$ cat src/rtl/spike_arbiter_if.sv
// Event output channel: valid/ready handshake carrying neuron address and spike timestamp.
interface spike_arbiter_if #(
  parameter int unsigned ADDR_W = 2,
  parameter int unsigned TS_W   = 8
);
  logic              ev_valid_o;
  logic              ev_ready_i;
  logic [ADDR_W-1:0] ev_addr_o;
  logic [TS_W-1:0]   ev_ts_o;

  modport master (
    output ev_valid_o,
    output ev_addr_o,
    output ev_ts_o,
    input  ev_ready_i
  );

  modport slave (
    input  ev_valid_o,
    input  ev_addr_o,
    input  ev_ts_o,
    output ev_ready_i
  );
endinterface

$ cat src/rtl/spike_arbiter.sv
// Spike arbiter: timestamps per-neuron spikes, queues one per neuron, and serialises
// them onto a valid/ready channel with round-robin fairness and a saturating drop count.
module spike_arbiter #(
  parameter int unsigned N_NEURONS = 4,
  parameter int unsigned ADDR_W    = 2,
  parameter int unsigned TS_W      = 8
) (
  input  logic                 clk_i,
  input  logic                 rst_ni,
  input  logic                 en_i,
  input  logic [N_NEURONS-1:0] spike_i,
  spike_arbiter_if.master      ev,
  output logic [7:0]           drop_cnt_o,
  output logic                 busy_o
);

  localparam int unsigned CNT_W = $clog2(N_NEURONS + 1);

  logic [TS_W-1:0]      ts_q, ts_d;
  logic [N_NEURONS-1:0] pending_q, pending_d;
  logic [N_NEURONS-1:0] load_vec;
  logic [TS_W-1:0]      pts_q [N_NEURONS];
  logic [ADDR_W-1:0]    rr_q, rr_d;
  logic                 valid_q, valid_d;
  logic [ADDR_W-1:0]    addr_q, addr_d;
  logic [TS_W-1:0]      evts_q, evts_d;
  logic [7:0]           drop_q, drop_d;

  logic                 slot_free;
  logic                 found;
  logic                 grant;
  logic [ADDR_W-1:0]    gidx;
  logic [CNT_W-1:0]     ndrops;
  logic [8:0]           drop_sum;

  // Round-robin search over registered pending bits, starting at rr_q.
  always_comb begin
    slot_free = !valid_q || ev.ev_ready_i;
    found     = 1'b0;
    gidx      = '0;
    for (int unsigned k = 0; k < N_NEURONS; k++) begin
      if (!found && pending_q[ADDR_W'(rr_q + ADDR_W'(k))]) begin
        found = 1'b1;
        gidx  = ADDR_W'(rr_q + ADDR_W'(k));
      end
    end
    grant = slot_free && found;
  end

  // Next-state: timestamp, pending capture/drop, output slot and drop counter.
  always_comb begin
    ts_d      = en_i ? TS_W'(ts_q + TS_W'(1)) : ts_q;
    pending_d = pending_q;
    load_vec  = '0;
    ndrops    = '0;
    rr_d      = rr_q;
    valid_d   = valid_q;
    addr_d    = addr_q;
    evts_d    = evts_q;

    for (int unsigned i = 0; i < N_NEURONS; i++) begin
      if (grant && (gidx == ADDR_W'(i))) begin
        pending_d[i] = 1'b0;
      end
      if (en_i && spike_i[i]) begin
        if (!pending_q[i] || (grant && (gidx == ADDR_W'(i)))) begin
          pending_d[i] = 1'b1;
          load_vec[i]  = 1'b1;
        end else begin
          ndrops = CNT_W'(ndrops + CNT_W'(1));
        end
      end
    end

    if (slot_free) begin
      if (grant) begin
        valid_d = 1'b1;
        addr_d  = gidx;
        evts_d  = pts_q[gidx];
        rr_d    = ADDR_W'(gidx + ADDR_W'(1));
      end else begin
        valid_d = 1'b0;
      end
    end

    drop_sum = 9'(drop_q) + 9'(ndrops);
    drop_d   = (drop_sum > 9'd255) ? 8'hFF : drop_sum[7:0];
  end

  // State registers, cleared asynchronously.
  always_ff @(posedge clk_i or negedge rst_ni) begin
    if (!rst_ni) begin
      ts_q      <= '0;
      pending_q <= '0;
      rr_q      <= '0;
      valid_q   <= 1'b0;
      addr_q    <= '0;
      evts_q    <= '0;
      drop_q    <= '0;
      for (int unsigned i = 0; i < N_NEURONS; i++) begin
        pts_q[i] <= '0;
      end
    end else begin
      ts_q      <= ts_d;
      pending_q <= pending_d;
      rr_q      <= rr_d;
      valid_q   <= valid_d;
      addr_q    <= addr_d;
      evts_q    <= evts_d;
      drop_q    <= drop_d;
      for (int unsigned i = 0; i < N_NEURONS; i++) begin
        if (load_vec[i]) begin
          pts_q[i] <= ts_q;
        end
      end
    end
  end

  assign ev.ev_valid_o = valid_q;
  assign ev.ev_addr_o  = addr_q;
  assign ev.ev_ts_o    = evts_q;
  assign drop_cnt_o    = drop_q;
  assign busy_o        = (|pending_q) || valid_q;

endmodule
$ cat src/flat_wrapper.sv
// flat-port wrapper written by rule: the top's interface ports become plain ports
module spike_arbiter_flat 
#(
  parameter int unsigned N_NEURONS = 4,
  parameter int unsigned ADDR_W    = 2,
  parameter int unsigned TS_W      = 8
)
  (clk_i, rst_ni, en_i, spike_i, drop_cnt_o, busy_o, ev_ev_valid_o, ev_ev_addr_o, ev_ev_ts_o, ev_ev_ready_i);
  spike_arbiter_if #(.ADDR_W(ADDR_W), .TS_W(TS_W)) ev_i ();
  input  logic clk_i;
  input  logic rst_ni;
  input  logic en_i;
  input  logic [N_NEURONS-1:0] spike_i;
  output logic [7:0] drop_cnt_o;
  output logic busy_o;
  output wire logic [$bits(ev_i.ev_valid_o)-1:0] ev_ev_valid_o;
  output wire logic [$bits(ev_i.ev_addr_o)-1:0] ev_ev_addr_o;
  output wire logic [$bits(ev_i.ev_ts_o)-1:0] ev_ev_ts_o;
  input wire logic [$bits(ev_i.ev_ready_i)-1:0] ev_ev_ready_i;
  assign ev_ev_valid_o = ev_i.ev_valid_o;
  assign ev_ev_addr_o = ev_i.ev_addr_o;
  assign ev_ev_ts_o = ev_i.ev_ts_o;
  assign ev_i.ev_ready_i = ev_ev_ready_i;
  spike_arbiter #(.N_NEURONS(N_NEURONS), .ADDR_W(ADDR_W), .TS_W(TS_W)) u_core (.clk_i(clk_i), .rst_ni(rst_ni), .en_i(en_i), .spike_i(spike_i), .ev(ev_i), .drop_cnt_o(drop_cnt_o), .busy_o(busy_o));
endmodule
$ cat config.mk
export PLATFORM = sky130hd
export DESIGN_NAME = spike_arbiter_flat
export DESIGN_NICKNAME = d
export VERILOG_FILES = /design/src/rtl/spike_arbiter_if.sv /design/src/rtl/spike_arbiter.sv /design/src/flat_wrapper.sv
export SDC_FILE = /design/constraint.sdc
export NUM_CORES = 1
export LEC_CHECK = 0
export CORE_UTILIZATION = 64
export CTS_BUF_LIST = sky130_fd_sc_hd__clkbuf_2
export DETAILED_ROUTE_END_ITERATION = 16
export PLACE_DENSITY = 0.95
export SLEW_MARGIN = 20
export SYNTH_ARGS = -nofsm -noshare
export SYNTH_HDL_FRONTEND = slang
export SYNTH_SLANG_ARGS = --single-unit
$ cat constraint.sdc
create_clock -name clk_i -period 6.9 [get_ports clk_i]
set_input_delay 1.725 -clock clk_i [delete_from_list [all_inputs] [get_ports clk_i]]
set_output_delay 1.725 -clock clk_i [all_outputs]
set_load 0.03 [all_outputs]
==> results_dict.tcl <==
set metrics [dict create \
    n_antenna_cell 0 \
    fin_hold_ws_ns 0.504 \
    syn-mean-instance-area_um2 12.0 \
    ctsHoldBuffers 0 \
    synth_area_um2 3100 \
    rows 24 \
    rsz0062_at_grt "false" \
    combPwrFrac 0.450 \
    synthesis.nets 278 \
    via_per_inst 5.88 \
    post-cts-setup-buffers 0 \
    switchingPower_uw 650 \
    hold_depth 2 \
    ys_ff_latch 65 \
    die_y_um 71.6 \
    drt.antenna.violating_nets 0 \
    synthCells 258 \
    cp-startpoint "u_core.pending_q[1]" \
    synth.area.top_cells "dfrtp_1 53%, mux2_2 13%, mux2i_1 5.5%, ha_1 4.4%, nand2_1 4.4%" \
    htreeDepth 3 \
    cp.arrival_ns 5.63 \
    fmax_mhz 190 \
    slew_violations 0 \
    dp_hpwl_mm 3.93 \
    internal_power_uw 954 \
    hold_viol 0 \
    ys.flop_type "dfrtp_1" \
    clkSlewWorstSetupHoldPaths_ns 0.19 \
    fin_crit_sh 0.761 \
    swShare 0.405 \
    hold_class "reg2reg" \
    path_class "reg2reg" \
    slowest_delay_ns 0.80 \
    synth.largest_area_cell "dfrtp_1" \
    setup-tns-final_ns 0 \
    synth-seq-area-share 0.525 \
    synthDistinctLibCells 37 \
    cts_buffers 9 \
    die_area_um2 5120 \
    cts.sinks 65 \
    ctsResizeCount 0 \
    crit_path_end_kind "flip-flop" \
    setup_viol 0 \
    synth_async_sr_flop_share 1.00 \
    grt_max_degree 66 \
    hold_start "u_core.ev.ev_addr_o[1]" \
    regToRegSetupSlack_ns 1.65 \
    fin_skew_ns 0.0254 \
    grt_pass1_vias 2078 \
    reg2reg_depth 18 \
    synth_edf_count 0 \
    via_count 2036 \
    cts.path.max_buffers 2 \
    grt_pass1_wl_mm 10.2 \
    yosysWarnings 0 \
    status "finished clean" \
    powerDensity_nw_per_um2 460 \
    period_needed_ns 5.25 \
    grt_antenna_before_repair 0 \
    drcViolationCount 0 \
    overflow 0 \
    initialDrtViolationCount 161 \
    seq_power_share 0.412 \
    vdd_drop_max_mv 0.260 \
    drive_above_1_share 0.190 \
    cp_max_fo 20 \
    power.share.clock 0.138 \
    gp_congestion 0.809 \
    p_leak_nw 1.66 \
    nNetsFinal 309 \
    start_kind "flip-flop" \
    hold_end "u_core.ev.ev_addr_o[1]" \
    worstPathCellList "nand2b_1 -> a21oi_1 -> a211o_1 -> inv_1 -> ha_1 -> a21boi_0 -> ha_1 -> a32o_1 -> ha_1 -> mux2_2 -> ha_1 -> mux2_2 -> ha_1 -> a21o_1 -> a21oi_1 -> nor3b_1 -> nand3_1 -> o21a_1" \
    drv_cap 0 \
    wl_per_cell_um 17.2 \
    root_buffer "clkbuf_2" \
    die_width_um 71.6 \
    crit_top_cell "ha_1" \
    track_usage 0.268 \
    rr_endpoint "u_core.drop_cnt_o[7]" \
    r2r_start "u_core.pending_q[1]" \
    clkLatencyLatePin_ns 0.48 \
    core_um2 4500 \
    pin_count 28 \
    routed_wl_mm 5.95 \
    crit_slowest_cell "a211o_1" \
    worstPathRequired_ns 7.28 \
    area_delta_synth_final_pct 12.4 \
    tightestPinTransition_ns 1.02 \
    cts_tree "built" \
    yosysTopAreaCellShare 0.525 \
    slew_headroom 0.319 \
    io_buffers 27 \
    start_util 0.688 \
    firstDrtPassIters 4 \
]
worst max-delay path by stage:
stage	to	slack, ns
2_1_floorplan	u_core.drop_cnt_o[5]	1.97
3_3_place_gp	u_core.drop_cnt_o[5]	1.42
3_5_place_dp	u_core.drop_cnt_o[5]	1.31
4_1_cts	u_core.drop_cnt_o[7]	1.67
5_1_grt	u_core.drop_cnt_o[7]	1.32
6_report	u_core.drop_cnt_o[7]	1.65
placed cells by master (no fill, tap or decap), types with 7 or more instances in the layout:
master            n
mux2i_1          17
clkbuf_2         11
dfrtp_1          65
ha_1             11
nand2_1          36
xor2_1            8
inv_1             9
mux2_2           35
a21oi_1           7
clkdlybuf4s50_1  26
o221ai_1          8
nor2_1           12
power groups by stage:
| stage | Clock (mW) | Sequential [mW] | Combinational [mW] |
|---|---|---|---|
| floorplan | 0 | 0.703 | 0.489 |
| detailed placement | 0 | 0.665 | 0.719 |
| finish | 0.222 | 0.660 | 0.722 |
| global placement | 0 | 0.651 | 0.688 |
| CTS | 0.225 | 0.658 | 0.724 |
| global route | 0.241 | 0.682 | 0.793 |
state kept, by name, indices dropped and copies added, names as in the netlist:
signal and count:
u_core.rr_q 2, u_core.ts_q 8, u_core.ev.ev_valid_o 1, u_core.pending_q 4, u_core.drop_cnt_o 8, u_core.ev.ev_addr_o 2, u_core.pts_q 32, u_core.ev.ev_ts_o 8
cell families after synthesis:
group,count (synthesis),synth area share
buffers and inverters,17,0.0315
adder cells (fa/ha/maj),12,0.0509
flip-flops,65,0.525
AND/OR/NAND/NOR,71,0.105
multiplexers,52,0.182
XOR/XNOR,14,0.0396
AO/OA/AOI/OAI,27,0.0662
cells in the mapped netlist, types with 4 or more instances:
cell type  count
nand2_1       36
mux2i_1       17
nand2b_1       5
o221ai_1       8
inv_1          9
xnor2_1        6
ha_1          11
nor2b_1        4
a21oi_1        7
mux2_2        35
nor2_1        12
a21o_1         4
dfrtp_1       65
xor2_1         8
routing by layer:
layer	vias up	track usage	routed length, um
met3	13	0.0366	207
met1	1018	0.373	2620
met4	0	0.124	141
met2	38	0.426	2990
met5	-	0	0
li1	967	-	-
worst max-delay path: cells and delay by family, from the launching register on:
kind | cells | cell delay, ns
buf+inv | 1 | 0.16
mux | 2 | 0.56
flops | 1 | 0.46
fa+ha+maj | 5 | 1.43
simple gates | 3 | 0.61
compound gates | 7 | 1.92
per-stage QoR:
stage	utilization	instance area, um2	setup WS [ns]	instances	total power [mW]
final	0.773	3480	1.65	346	1.60
after global placement	0.749	3370	1.42	330	1.34
after floorplan	-	3100	1.97	258	1.19
after CTS	0.773	3480	1.67	346	1.61
after global routing	0.773	3480	1.32	346	1.72
after detailed placement	0.749	3370	1.31	330	1.38
final cells by class:
cell class | instances | area (um2)
fill | 268 | 1020
sequential | 65 | 1630
timing repair buffer | 28 | 273
inverter | 9 | 33.8
tap | 52 | 65.1
clock buffer | 11 | 55.1
multi-input combinational | 176 | 1370
clock inverter | 5 | 56.3
(Power assumes the default switching activity.)
